$ cat config.mk
export PLATFORM = sky130hd
export DESIGN_NAME = mul_div_sequencer
export DESIGN_NICKNAME = d
export VERILOG_FILES = /design/src/rtl/mul_div_sequencer_pkg.sv /design/src/rtl/mul_div_sequencer.sv
export SDC_FILE = /design/constraint.sdc
export NUM_CORES = 1
export LEC_CHECK = 0
export ABC_AREA = 1
export BUFFER_PORTS_ARGS = -buffer_cell sky130_fd_sc_hd__buf_2
export CAP_MARGIN = 20
export CORE_UTILIZATION = 58
export CTS_BUF_LIST = sky130_fd_sc_hd__clkbuf_2
export DETAILED_ROUTE_END_ITERATION = 16
export PLACE_DENSITY_LB_ADDON = 0.2
export SYNTH_ARGS = -nofsm -noshare
export SYNTH_HDL_FRONTEND = slang
export SYNTH_SLANG_ARGS = --single-unit
$ cat constraint.sdc
create_clock -name clk -period 4.5 [get_ports clk]
set_input_delay 0.9 -clock clk [delete_from_list [all_inputs] [get_ports clk]]
set_output_delay 0.9 -clock clk [all_outputs]
set_load 0.03 [all_outputs]
$ cat src/rtl/mul_div_sequencer_pkg.sv
// Shared constants for the multi-cycle multiply/divide sequencer:
// ALU opcodes, FSM state encodings and operation selects.
package mul_div_sequencer_pkg;

    localparam logic [3:0] ALU_AND = 4'b0000;
    localparam logic [3:0] ALU_OR  = 4'b0001;
    localparam logic [3:0] ALU_NOR = 4'b0010;
    localparam logic [3:0] ALU_ADD = 4'b0011;
    localparam logic [3:0] ALU_SUB = 4'b0100;

    localparam logic [1:0] S_IDLE  = 2'd0;
    localparam logic [1:0] S_CHECK = 2'd1;
    localparam logic [1:0] S_RUN   = 2'd2;
    localparam logic [1:0] S_DONE  = 2'd3;

    localparam logic OP_MUL = 1'b0;
    localparam logic OP_DIV = 1'b1;

endpackage

$ cat src/rtl/mul_div_sequencer.sv
// Shift-add multiplier and restoring divider that borrows the shared
// ALU for every add, subtract and zero test, one operation per cycle.
module mul_div_sequencer
    import mul_div_sequencer_pkg::*;
#(
    parameter int WIDTH     = 32,
    parameter int CNT_WIDTH = 6
) (
    input  logic             clk,
    input  logic             reset,
    input  logic             start,
    input  logic             op,
    input  logic [WIDTH-1:0] operand_a,
    input  logic [WIDTH-1:0] operand_b,
    output logic             busy,
    output logic             alu_req,
    output logic             done,
    output logic             div_by_zero,
    output logic [WIDTH-1:0] HI,
    output logic [WIDTH-1:0] LO,
    output logic [3:0]       ALUOperation,
    output logic [WIDTH-1:0] ALU_A,
    output logic [WIDTH-1:0] ALU_B,
    input  logic [WIDTH-1:0] ALUResult,
    input  logic             Zero
);

    logic [1:0]           state;
    logic                 op_q;
    logic [WIDTH-1:0]     opnd;
    logic [CNT_WIDTH-1:0] count;
    logic [WIDTH-1:0]     hi_q;
    logic [WIDTH-1:0]     lo_q;
    logic                 dz_q;

    logic [WIDTH-1:0] rs;
    logic             carry;
    logic             borrow;
    logic             accept;

    // Partial remainder shifted left by one; its lost msb forces accept.
    assign rs     = {hi_q[WIDTH-2:0], lo_q[WIDTH-1]};
    assign carry  = ALUResult < hi_q;
    assign borrow = ALUResult > rs;
    assign accept = hi_q[WIDTH-1] | ~borrow;

    assign busy        = state != S_IDLE;
    assign alu_req     = busy;
    assign done        = state == S_DONE;
    assign div_by_zero = dz_q;
    assign HI          = hi_q;
    assign LO          = lo_q;

    always_comb begin
        ALUOperation = ALU_AND;
        ALU_A        = '0;
        ALU_B        = '0;
        unique case (state)
            S_CHECK: begin
                ALUOperation = ALU_OR;
                ALU_A        = opnd;
            end
            S_RUN: begin
                if (op_q == OP_MUL) begin
                    ALUOperation = ALU_ADD;
                    ALU_A        = hi_q;
                    ALU_B        = lo_q[0] ? opnd : '0;
                end else begin
                    ALUOperation = ALU_SUB;
                    ALU_A        = rs;
                    ALU_B        = opnd;
                end
            end
            default: ;
        endcase
    end

    always_ff @(posedge clk) begin
        if (reset) begin
            state <= S_IDLE;
            op_q  <= OP_MUL;
            opnd  <= '0;
            count <= '0;
            hi_q  <= '0;
            lo_q  <= '0;
            dz_q  <= 1'b0;
        end else begin
            unique case (state)
                S_IDLE: begin
                    if (start) begin
                        op_q  <= op;
                        opnd  <= operand_b;
                        hi_q  <= '0;
                        lo_q  <= operand_a;
                        dz_q  <= 1'b0;
                        count <= CNT_WIDTH'(WIDTH);
                        state <= (op == OP_DIV) ? S_CHECK : S_RUN;
                    end
                end
                S_CHECK: begin
                    if (Zero) begin
                        hi_q  <= lo_q;
                        lo_q  <= '1;
                        dz_q  <= 1'b1;
                        state <= S_DONE;
                    end else begin
                        state <= S_RUN;
                    end
                end
                S_RUN: begin
                    if (op_q == OP_MUL) begin
                        {hi_q, lo_q} <= {carry, ALUResult, lo_q[WIDTH-1:1]};
                    end else begin
                        hi_q <= accept ? ALUResult : rs;
                        lo_q <= {lo_q[WIDTH-2:0], accept};
                    end
                    count <= count - 1'b1;
                    if (count == CNT_WIDTH'(1)) begin
                        state <= S_DONE;
                    end
                end
                default: begin
                    state <= S_IDLE;
                end
            endcase
        end
    end

endmodule

=== After elaboration in Yosys (flattened, before gate mapping) ===
Cells that the tools add are included.
W data, S select, Z words.

* Add/subtract/negate cells: 1
* Magnitude comparators: 2
* Multiply operators: 0
* Shift-type cells: 0
* Reductions and logical operators: 10
* Multiplexer cells: 26
* Divide/modulo/power cells: 0
* Equal/unequal tests: 7
* Bitwise gates (word level): 2

{| class="wikitable"
|+ Operator list
! cell !! count
|-
| $mux W32 || 11
|-
| $pmux W32 S3 || 2
|-
| $pmux W32 S2 || 1
|-
| $gt A32 B32 Y1 || 1
|-
| $lt A32 B32 Y1 || 1
|-
| $pmux W6 S2 || 1
|-
| $eq A6 B1 Y1 const B || 1
|-
| $mux W2 || 3
|-
| $mux W6 || 1
|-
| $ne A2 B2 Y1 const B || 3
|-
| $pmux W2 S3 || 1
|-
| $pmux W3 S2 || 1
|-
| $reduce_and A2 Y1 || 3
|-
| $reduce_and A3 Y1 || 2
|-
| $reduce_bool A2 Y1 || 3
|-
| $sub A6 B1 Y6 const B || 1
|-
| $eq A2 B2 Y1 const B || 2
|-
| $mux W1 || 3
|-
| $mux W3 || 1
|-
| $reduce_bool A3 Y1 || 1
|-
| $eq A2 B1 Y1 const B || 1
|-
| $logic_not A2 Y1 || 1
|-
| $pmux W1 S2 || 1
|-
| $not A1 Y1 || 1
|-
| $or A1 B1 Y1 || 1
|}

* Output and inout port bits: 136
* RAM bits: 0
* Register bits after elaboration: 106
* Bits in read-only memories: 0
* Bits in latches: 0
* Memories kept: 0
* Bits of input ports: 101

=== Logic depth before layout (Yosys ltp) ===
Gate-level depths: netlist (run 1).

* Depth after elaboration: 6
* Gate-level depth with buffers: 21
* Gate-level depth less buffers: 20

=== Least setup slack after synthesis (run 1) ===
No wires, ideal clock.

* Kind: register to output
* Start: register state[0]
* End: output ALU_A[0]
* Stages on the path, launching flop included: 10
* Buffers on the path: 1
* Setup slack: 1.124 ns
* Data required time: 3.600 ns
* Arrival time: 2.476 ns
* Cell sequence: dfxtp_1 > inv_1 > ha_1 > inv_2 > nor2_1 > inv_2 > buf_6 > nor2_1 > inv_1 > o21ai_0

* Cells in the longest elaborated chain, start to end: 2
* Elaborated cells on any way between the ends: 3
* Classes of those cells: 2 x eq/ne; 1 x mux

{| class="wikitable"
|+ RTL lines
! what !! line !! source
|-
| start: declaration || mul_div_sequencer.sv:28 || <nowiki>logic [1:0] state;</nowiki>
|-
| start signal: assignment || mul_div_sequencer.sv:97 || <nowiki>state <= (op == OP_DIV) ? S_CHECK : S_RUN;</nowiki>
|-
| $eq A2 B2 Y1 or $eq A2 B1 Y1 (tied branches) || mul_div_sequencer.sv:58 || <nowiki>unique case (state)</nowiki>
|-
| $pmux W32 S2 (*) || mul_div_sequencer.sv:58 ||
|-
| end: declaration || mul_div_sequencer.sv:22 || <nowiki>output logic [WIDTH-1:0] ALU_A,</nowiki>
|}

Every way passes the cells marked *; elsewhere a longest branch is shown, timed or not.

=== Final worst setup path (run 1) ===
* Start: register state[0]
* End: output ALU_A[22]

The elaborated chain is that of the path after synthesis.

==> impl_results.md, run 1 <==
* Status: complete, no violations
* Asr flop ratio synth at 0%
* DRT antenna net count at 0
* GRT Total Usage at 36.3%
* MaxCap Viol Count at 0
* # clock sinks at between 100 and 150
* RSZ-0062 raised after global routing: yes
* Slowest stage cell, crit path: inv_2
* Count of final hold-check violations at 0
* Fin util at 68.8%
* Clock buffer count from CTS at 9
* Hold_buf cts at 0
* Number of vias per cell at roughly 5.7
* Setup slack, reg-to-reg at 1.36 ns
* Root Buffer: clkbuf_2
* Worst Setup Start Kind: register
* Vias at 9,127
* Hold slack at 0.465 ns
* FMAX at 232 MHz
* DRC at 0
* Die ar. at roughly 14,000 um^2
* Slew Viols, Final at 0
* Worst hold path startpoint: operand_b[23]
* Worst path arrival time at 3.42 ns
* WL/cell at 16.1 um
* Crit path depth at 10
* Reg2Reg Depth at 8
* Comb pwr share at 63.7%
* Final setup violation count at 0
* Setup TNS Final at 0 ns
* Crit-path cells: inv_1 -> ha_1 -> inv_2 -> nor2_1 -> inv_2 -> buf_4 -> o22ai_1 -> o21ai_0 -> inv_1 -> buf_2
* DRT iter0 DRCs at about 880
* Synthesized instance count at 1,231
* CP top delay family: buffers and inverters
* Core area at about 13,000 um^2
* Die Height at ~120 um
* EDFF count, synth at 0
* Routability congestion estimate at 0.936
* Layout cells sized above 1 at 19.8%
* WP data required at 3.60 ns
* Fin crit share at approximately 96%
* Sw Share at 56.6%
* Post-Syn Area per Cell at between 6 and 7 um^2
* Mapped Area at 7860 um^2
* Internal Power at 0.00220 W
* Post-Layout Cell Count at 1,592
* Sequential share of power at 28.1%
* Starting Density at 59.4%
* DPL Wire Length at roughly 18,000 um
* Global-route wire length before repair at 40,800 um
* Min-delay worst type: in2reg
* Slew headroom at between 30% and 40%
* Global route overflow at 0
* CP max FO at 34
* Syn_nets at 1,401
* Largest net degree at the start of global routing at 65
* Synth cell types at 37
* Post-CTS Resized at 0
* Worst Clk Skew at about 0.047 ns
* Row cnt at 42
* CTS tree: built
* Post-CTS Setup Inserts at 0
* Buffers plus inverters on the worst setup path at 6
* # IOs at 237
* First-pass iteration count of the detailed router at 6
* Clock share of power at 8.2%
* Number of global-route vias before repair at 8,064
* CP endpoint: ALU_A[22]
* Worst slew pin tran at 0.956 ns
* Final min period at 4.32 ns
* IO buf count at 235
* Final wirelength at approximately 26,000 um
* Initial antenna violation count at 3
* Max VDD drop at 0.000362 V
* CP Class: reg2out
* NumNets Final at 1,580
* Clk buf depth at 2
* R2r endpoint: LO[0]
* Pwr Density at 556 nW/um^2
* Sequential-to-total area share from yosys stat at a little over a quarter
* Main synth FF type: dfxtp_1
* Switch Pwr at 0.00287 W
* Worst Setup End Kind: output pin
* CP max stage delay at 0.53 ns
* DIE WIDTH at 118 um
* Layout area overhead at 16.0%
* Number of synthesized register bits at about 110
* Worst-Skew Late Latency at ~0.65 ns
* Synth warnings at 0
* Setup crit start: state[0]
* Leakage at 4.42 nW
* Reg clk slew, reported paths at roughly 0.31 ns
* Worst r2r src: state[1]
* Number of instances in the placed design at 1,575
* H-tree Lvls at 3
sequential cells by signal, indices dropped and copies added (netlist names):
name / cells
count: 6
HI: 32
state: 2
op_q: 1
div_by_zero: 1
opnd: 32
LO: 32
worst min-delay path by stage:
stage	endpoint	slack, ns	depth (start not counted)
final	opnd[23]	0.46	3
after global routing	div_by_zero	0.44	3
after CTS	opnd[23]	0.45	3
after detailed placement	HI[22]	0.47	2
after global placement	count[3]	0.46	2
after floorplan	opnd[31]	0.45	2
placed cells by master (no fill, tap or decap), drive strengths merged:
master and count:
conb 1, or2 1, a211oi 2, a21o 1, nand3 11, a31oi 2, o221a 1, o21ai 171
o211ai 1, ha 69, clkbuf 10, a31o 1, o21a 4, nor4 1, buf 248, o31ai 1
nand4 4, or3 1, diode 1, a21oi 127, o221ai 31, a221o 1, nor3 33, clkinv 5
o22ai 60, inv 212, xor2 2, nand2 250, dfxtp 106, nor2 58
area by class of cell:
type                            count  area, um^2
Multi-Input combinational cell    834        4610
Fill cell                        1298        4130
Sequential cell                   106        2120
Timing Repair Buffer              248        1270
Inverter                          211         792
Tap cell                          176         220
Clock buffer                       10        50.0
Clock inverter                      6        42.5
Antenna cell                        1        2.50
per-layer routing:
metal / vias to the layer above / global-route usage, % / wire length (um)
met5: - / 0 / 8
met1: 4081 / 48.3 / 10700
met2: 529 / 58.2 / 11500
met3: 72 / 6.18 / 2510
met4: 2 / 14.7 / 827
li1: 4443 / - / -
per-stage QoR:
| stage | area, um^2 | total power, W | worst slack [ns] |
|---|---|---|---|
| after floorplan | 7860 | 0.00376 | 1.12 |
| after global placement | 9020 | 0.00456 | 1.09 |
| after detailed placement | 9020 | 0.00462 | 0.984 |
| after CTS | 9110 | 0.00503 | 0.211 |
| after global routing | 9120 | 0.00547 | -0.00869 |
| final | 9120 | 0.00507 | 0.182 |
worst register-to-register path: stages, from the launching register on:
cell and delay, ns:
dfxtp_1 0.46, inv_1 0.09, ha_1 0.31, inv_2 0.69, o211ai_2 0.29, inv_2 0.73, o21ai_0 0.21, a31o_1 0.23
a21oi_1 0.11
synth_stat cells (31+ instances only):
library cell / number / share of area [%]
a21oi_1: 127 / 8.1
clkbuf_1: 55 / 2.6
dfxtp_1: 106 / 27
ha_1: 69 / 11
inv_1: 206 / 9.8
nand2_1: 248 / 12
nor2_1: 58 / 2.8
nor3_1: 33 / 2.1
o21ai_0: 134 / 8.5
o21ai_1: 35 / 2.2
o221ai_1: 31 / 3.5
o22ai_1: 60 / 4.8
cell families (layout without fill, tap and decap cells):
kind of cell / Yosys count / in the layout / share of synthesized area (%)
AO/OA/AOI/OAI: 403 / 403 / 28.9
XOR/XNOR: 2 / 2 / 0.223
adder cells (fa/ha/maj): 69 / 69 / 11.0
buffers and inverters: 291 / 475 / 14.6
flip-flops: 106 / 106 / 27.0
other: 1 / 2 / 0.0477
AND/OR/NAND/NOR: 359 / 359 / 18.3
power groups by stage:
stage	Combinational, W	Sequential (W)	Clock [W]
CTS	0.00318	0.00142	0.000424
finish	0.00323	0.00142	0.000418
global route	0.00354	0.00146	0.000465
floorplan	0.00201	0.00175	0
detailed placement	0.00317	0.00144	0
global placement	0.00313	0.00143	0
Power figures use the tool's default switching activity.
==> inputs of run 2 (changes only) <==
--- a/config.mk
+++ b/config.mk
@@ -5,10 +5,9 @@
 export SDC_FILE = /design/constraint.sdc
 export NUM_CORES = 1
 export LEC_CHECK = 0
-export ABC_AREA = 1
-export BUFFER_PORTS_ARGS = -buffer_cell sky130_fd_sc_hd__buf_2
+export BUFFER_PORTS_ARGS = -buffer_cell sky130_fd_sc_hd__clkbuf_2
 export CAP_MARGIN = 20
-export CORE_UTILIZATION = 58
+export CORE_UTILIZATION = 59
 export CTS_BUF_LIST = sky130_fd_sc_hd__clkbuf_2
 export DETAILED_ROUTE_END_ITERATION = 16
 export PLACE_DENSITY_LB_ADDON = 0.2
==> run 2 against run 1 <==
- flip-flop and latch count is the same
- critical path depth shrank 3
- total power shrank 1.4%
- worst hold slack lost 0.031 ns
- critical path type unchanged
- critical endpoint is now ALUOperation[1]
- highest routed layer is now met4
==> impl_results.md, run 2 <==
* Simple-gate share of the synthesized area at 25.6% (+7.3 points)
* DPL Wire Length at 18,800 um (+3.4%)
* Layout area overhead at 14.5%
* Worst hold path startpoint: operand_b[5]
* Number of global-route vias before repair at 7,942 (-1.5%)
* RSZ-0062 raised after global routing: no
* Fin crit share at 86.0% (-10 points)
* Die Height at 123 um (+3.9%)
* FMAX at 259 MHz (+12%)
* Setup crit start: state[0]
* Worst Setup End Kind: output pin
* Post-synthesis mux area share at 4.38% (+4.4 points)
* CP Class: reg2out
* Core area at 14,100 um^2 (+6.4%)
* First-pass iteration count of the detailed router at 5 (-1)
* Root Buffer: clkbuf_2
* DIE WIDTH at 123 um (+3.9%)
* EDFF count, synth at 0 (unchanged)
* Worst r2r src: HI[9]
* Layout cells sized above 1 at 27.3% (+7.5 points)
* Global route overflow at 0 (unchanged)
* Clock buffer count from CTS at 9 (unchanged)
* Worst Clk Skew at 0.0441 ns (-0.00271 ns)
* Finished layout cell area at 9890 um^2 (+8.4%)
* NumNets Final at 1,510 (-4.4%)
* DRT antenna net count at 0 (unchanged)
* Mapped Area at 8640 um^2 (+9.9%)
* # clock sinks at 106 (unchanged)
* Clk buf depth at 2 (unchanged)
* Worst slew pin tran at 1.04 ns (+0.0794 ns)
* Post-Synth Adder-Cell Area at 10.0% (-0.99 points)
* Starting Density at 61.3% (+1.9 points)
* Status: complete, no violations
* Most frequent cells in the layout: clkbuf_2 (243), nand2_1 (212), a21oi_1 (129), nor2_1 (116), dfxtp_1 (105)
* Dpl cell area at 9740 um^2 (+8.0%)
* Worst path arrival time at 2.97 ns (-0.45 ns)
* Share of the synthesized area in the top cell type at 24.6% (-2.4 points)
* WP data required at 3.60 ns (about the same)
* Hold_buf cts at 0 (unchanged)
* DRC at 0 (unchanged)
* Commonest non-fill, non-tap cell in the layout: clkbuf_2
* GRT Total Usage at 33.7% (-2.5 points)
* Worst-Skew Late Latency at 0.64 ns (about the same)
* Top-count cell post-synth: nand2_1
* Setup TNS Final at 0 ns (unchanged)
* Largest family of logic cells by synthesized area: compound AO/OA/AOI/OAI gates
* Syn_nets at 1,341 (-4.3%)
* Vias at 9,133 (+0.066%)
* H-tree Lvls at 3 (unchanged)
* Max VDD drop at 0.000405 V (+12%)
* Reg clk slew, reported paths at 0.31 ns (about the same)
* IO buf count at 235 (unchanged)
* Synthesized instance count at 1,171 (-4.9%)
* CP max FO at 74 (+120%)
* Number of synthesized register bits at 106 (unchanged)
* Die ar. at 15,100 um^2 (+7.9%)
* Post-CTS Setup Inserts at 0 (unchanged)
* Xor/xnor cell area share of the yosys netlist at 0.203% (-0.020 points)
* Main synth FF type: dfxtp_1
* Min-delay worst type: in2reg
* # IOs at 237 (unchanged)
* Initial antenna violation count at 0 (-3)
* Asr flop ratio synth at 0% (unchanged)
* Post-Syn Area per Cell at 7.37 um^2 (+15%)
* Synth warnings at 0 (unchanged)
* Number of vias per cell at 5.99 (+4.5%)
* Slew Viols, Final at 0 (unchanged)
* Row cnt at 43 (+2.4%)
* Synth cell types at 49 (+32%)
* Largest net degree at the start of global routing at 99 (+52%)
* Most instantiated cells after synthesis: nand2_1 (212), a21oi_1 (129), nor2_1 (116)
* Setup slack, reg-to-reg at 1.19 ns (-0.17 ns)
* Pwr Density at 506 nW/um^2 (-9.1%)
* Final wirelength at 25,900 um (+1.3%)
* DRT iter0 DRCs at 701 (-20%)
* Antenna Cells at 0 (-1)
* Worst Setup Start Kind: register
* Sequential-to-total area share from yosys stat at 24.6% (-2.4 points)
* Post-CTS Resized at 0 (unchanged)
* Leakage at 4.25 nW (-3.9%)
* MaxCap Viol Count at 0 (unchanged)
* Final min period at 3.87 ns (-0.450 ns)
* Compound-Gate Fraction of Synth Area at 28.0% (-0.84 points)
* Count of final hold-check violations at 0 (unchanged)
* Hold slack at 0.434 ns (-0.0313 ns)
* Synth top area cells: dfxtp_1 (25%), ha_1 (10%), nand2_1 (9.2%), a21oi_1 (7.5%), a22oi_1 (5.7%)
* Final setup violation count at 0 (unchanged)
* WL/cell at 17.0 um (+5.7%)
* CTS tree: built
* Global-route wire length before repair at 40,300 um (-1.2%)
* Area leader, netlist: dfxtp_1
* Slew headroom at 31.0% (-5.3 points)
* Routability congestion estimate at 0.922 (-1.4%)
[run 2: layout make-up]
cell class,count,area (um^2)
Timing Repair Buffer,252,1340
Fill cell,1231,4210
Inverter,42,158
Multi-Input combinational cell,929,5920
Tap cell,180,225
Sequential cell,106,2130
Clock buffer,9,45.0
Clock inverter,7,72.6
[run 2: report_power, final]
group	leakage (nW)	switching [W]	internal, W	total [W]
Clock	0.0707	0.000349	0.000132	0.000481
Combinational	3.31	0.00210	0.00101	0.00311
Sequential	0.868	0.000263	0.00114	0.00141
Total	4.25	0.00271	0.00229	0.00500
[run 2: through the flow]
stage | setup WS, ns | cells | util, % | power (W)
2_1_floorplan | 1.71 | 1171 | - | 0.00383
3_3_place_gp | 0.932 | 1508 | 69.1 | 0.00442
3_5_place_dp | 0.845 | 1508 | 69.1 | 0.00448
4_1_cts | 0.634 | 1524 | 69.9 | 0.00495
5_1_grt | 0.474 | 1525 | 70.1 | 0.00539
6_report | 0.632 | 1525 | 70.1 | 0.00500
[run 2: critical path, stage by stage, from the launching register on]
cell	delay [ns]
dfxtp_1	0.41
inv_1	0.09
ha_2	0.18
buf_4	0.65
nor2b_2	0.29
buf_4	0.29
and2_1	0.20
clkbuf_2	0.21
[run 2: path summary, 6_finish.rpt]
path / to / cells past startpoint
setup / recovery: ALUOperation[1] / 7
hold / removal: opnd[5] / 3
setup reg to reg: HI[16] / 10
hold reg to reg: opnd[7] / 2
[run 2: logic make-up (layout without fill, tap and decap cells)]
| kind of cell | Yosys count | count (layout) |
|---|---|---|
| adder cells (fa/ha/maj) | 69 | 69 |
| buffers and inverters | 136 | 310 |
| other | 1 | 1 |
| flip-flops | 106 | 106 |
| multiplexers | 34 | 34 |
| XOR/XNOR | 2 | 2 |
| AO/OA/AOI/OAI | 325 | 325 |
| AND/OR/NAND/NOR | 498 | 498 |
[run 2: per-layer routing]
layer  vias to the layer above  share of wire (%)  track usage, %
met5                         -                  0               0
met1                      4187                 44            46.7
met4                         0                2.0            11.1
met2                       427                 45            52.7
li1                       4478                  -               -
met3                        41                9.2            6.32
==> inputs of run 3 (changes only) <==
--- a/config.mk
+++ b/config.mk
@@ -11,6 +11,7 @@
 export CTS_BUF_LIST = sky130_fd_sc_hd__clkbuf_2
 export DETAILED_ROUTE_END_ITERATION = 16
 export PLACE_DENSITY_LB_ADDON = 0.2
+export RECOVER_POWER = 50
 export SYNTH_ARGS = -nofsm -noshare
 export SYNTH_HDL_FRONTEND = slang
 export SYNTH_SLANG_ARGS = --single-unit
==> run 3 against run 2 <==
- the flow now finishes with violations (capacitance limit, slew limit)
- highest routed layer unchanged
- cell count did not move
- global-route usage did not move
- register-to-register slack got worse by 0.32 ns
- largest cell class unchanged
- critical endpoint unchanged
- total power fell by 0.45%
- sequential power about the same
- die area unchanged
- wire length about the same
==> impl_results.md, run 3 (synthesis gave the netlist of run 2 again) <==
* Worst Setup Start Kind: register
* Global-route wire length before repair at 40,300 um (unchanged)
* Max VDD drop at 0.000403 V (-0.38%)
* Layout cells sized above 1 at 22.0% (-5.3 points)
* Reg clk slew, reported paths at 0.32 ns (about the same)
* Most frequent cells in the layout: nand2_1 (212), clkbuf_2 (175), a21oi_1 (129), nor2_1 (116), dfxtp_1 (105)
* DIE WIDTH at 123 um (unchanged)
* Worst Setup End Kind: output pin
* DRC at 0 (unchanged)
* First-pass iteration count of the detailed router at 8 (+3)
* CP max FO at 74 (unchanged)
* Count of final hold-check violations at 0 (unchanged)
* WP data required at 3.60 ns (about the same)
* Pwr Density at 508 nW/um^2 (+0.52%)
* H-tree Lvls at 3 (unchanged)
* Largest net degree at the start of global routing at 99 (unchanged)
* Final min period at 3.86 ns (-0.00786 ns)
* Total power at 0.00497 W (-0.45%)
* Initial antenna violation count at 0 (unchanged)
* DRT iter0 DRCs at 652 (-7.0%)
* Hold_buf cts at 0 (unchanged)
* Setup TNS Final at 0 ns (unchanged)
* GRT Total Usage at 33.7% (unchanged)
* Slew headroom at -11.6% (-43 points)
* Worst path arrival time at 2.96 ns (about the same)
* Die Height at 123 um (unchanged)
* DRT antenna net count at 0 (unchanged)
* Row cnt at 43 (unchanged)
* Number of global-route vias before repair at 7,942 (unchanged)
* Worst Clk Skew at 0.0458 ns (+0.00177 ns)
* Leakage at 4.02 nW (-5.5%)
* NumNets Final at 1,510 (unchanged)
* Hold slack at 0.427 ns (-0.00711 ns)
* Commonest non-fill, non-tap cell in the layout: nand2_1
* Die ar. at 15,100 um^2 (unchanged)
* Clock buffer count from CTS at 9 (unchanged)
* Post-CTS Resized at 0 (unchanged)
* # fillers at 1,267 (+2.9%)
* CTS tree: built
* Vias at 9,082 (-0.56%)
* Post-Place Worst Slack at 0.845 ns (unchanged)
* CP Class: reg2out
* DPL Wire Length at 18,800 um (unchanged)
* Root Buffer: clkbuf_2
* Final wirelength at 25,900 um (about the same)
* Antenna Cells at 0 (unchanged)
* # clock sinks at 106 (unchanged)
* Post-CTS Setup Inserts at 0 (unchanged)
* Routability congestion estimate at 0.922 (unchanged)
* IO buf count at 235 (unchanged)
* Worst-Skew Late Latency at 0.63 ns (about the same)
* # IOs at 237 (unchanged)
* Number of vias per cell at 5.96 (-0.56%)
* MaxCap Viol Count at 2 (+2)
* Worst setup margin at 0.640 ns (+0.00786 ns)
* Layout area overhead at 13.4%
* Final setup violation count at 0 (unchanged)
* Fin crit share at 85.8% (-0.17 points)
* Clk buf depth at 2 (unchanged)
* WL/cell at 17.0 um (about the same)
* Setup slack, reg-to-reg at 0.87 ns (-0.32 ns)
* Failing checks: capacitance limit, slew limit
* Global route overflow at 0 (unchanged)
* Min-delay worst type: in2reg
* Status: finished, violations left
* Worst slew pin tran at 1.67 ns (+0.639 ns)
* FMAX at 259 MHz (+0.20%)
* Starting Density at 61.3% (unchanged)
* Slew Viols, Final at 68 (+68)
* Core area at 14,100 um^2 (unchanged)
* RSZ-0062 raised after global routing: no
## run 3: worst max-delay path, stage by stage, from the launching register on
cell,delay (ns)
dfxtp_1,0.41
inv_1,0.09
ha_1,0.17
buf_4,0.66
nor2b_2,0.29
buf_4,0.28
and2_1,0.20
clkbuf_2,0.21
## run 3: worst paths after layout
check,from,endpoint,depth (start not counted)
max,state[0],ALUOperation[1],7
min,operand_b[5],opnd[5],3
max reg2reg,state[1],LO[0],9
min reg2reg,opnd[7],opnd[7],2
## run 3: report_power, final
part	internal (W)	total (W)	switching (W)
clock network	0.000132	0.000481	0.000349
registers	0.00114	0.00141	0.000262
logic	0.000988	0.00309	0.00210
## run 3: cell type report
cell class                 instances  area (um^2)  area share, %
clock buffer                       9         45.0          0.460
clock inverter                     7         72.6          0.741
inverter                          42          158           1.61
multi-input combinational        929         5920           60.4
sequential                       106         2130           21.7
tap                              180          225           2.30
timing repair buffer             252         1250           12.7
## run 3: stage by stage
step,std cells,cell area [um^2],util (%)
after detailed placement,1508,9740,69.1
after global placement,1508,9740,69.1
after floorplan,1171,8640,-
after CTS,1524,9860,69.9
after global routing,1525,9790,69.5
final,1525,9790,69.5
## run 3: metal layers
metal	GRT usage, %	vias up	part of all wire, %
met5	0	-	0
met4	11.1	0	2.0
met3	6.32	42	9.0
met2	52.7	419	45
met1	46.7	4144	44
li1	-	4477	-
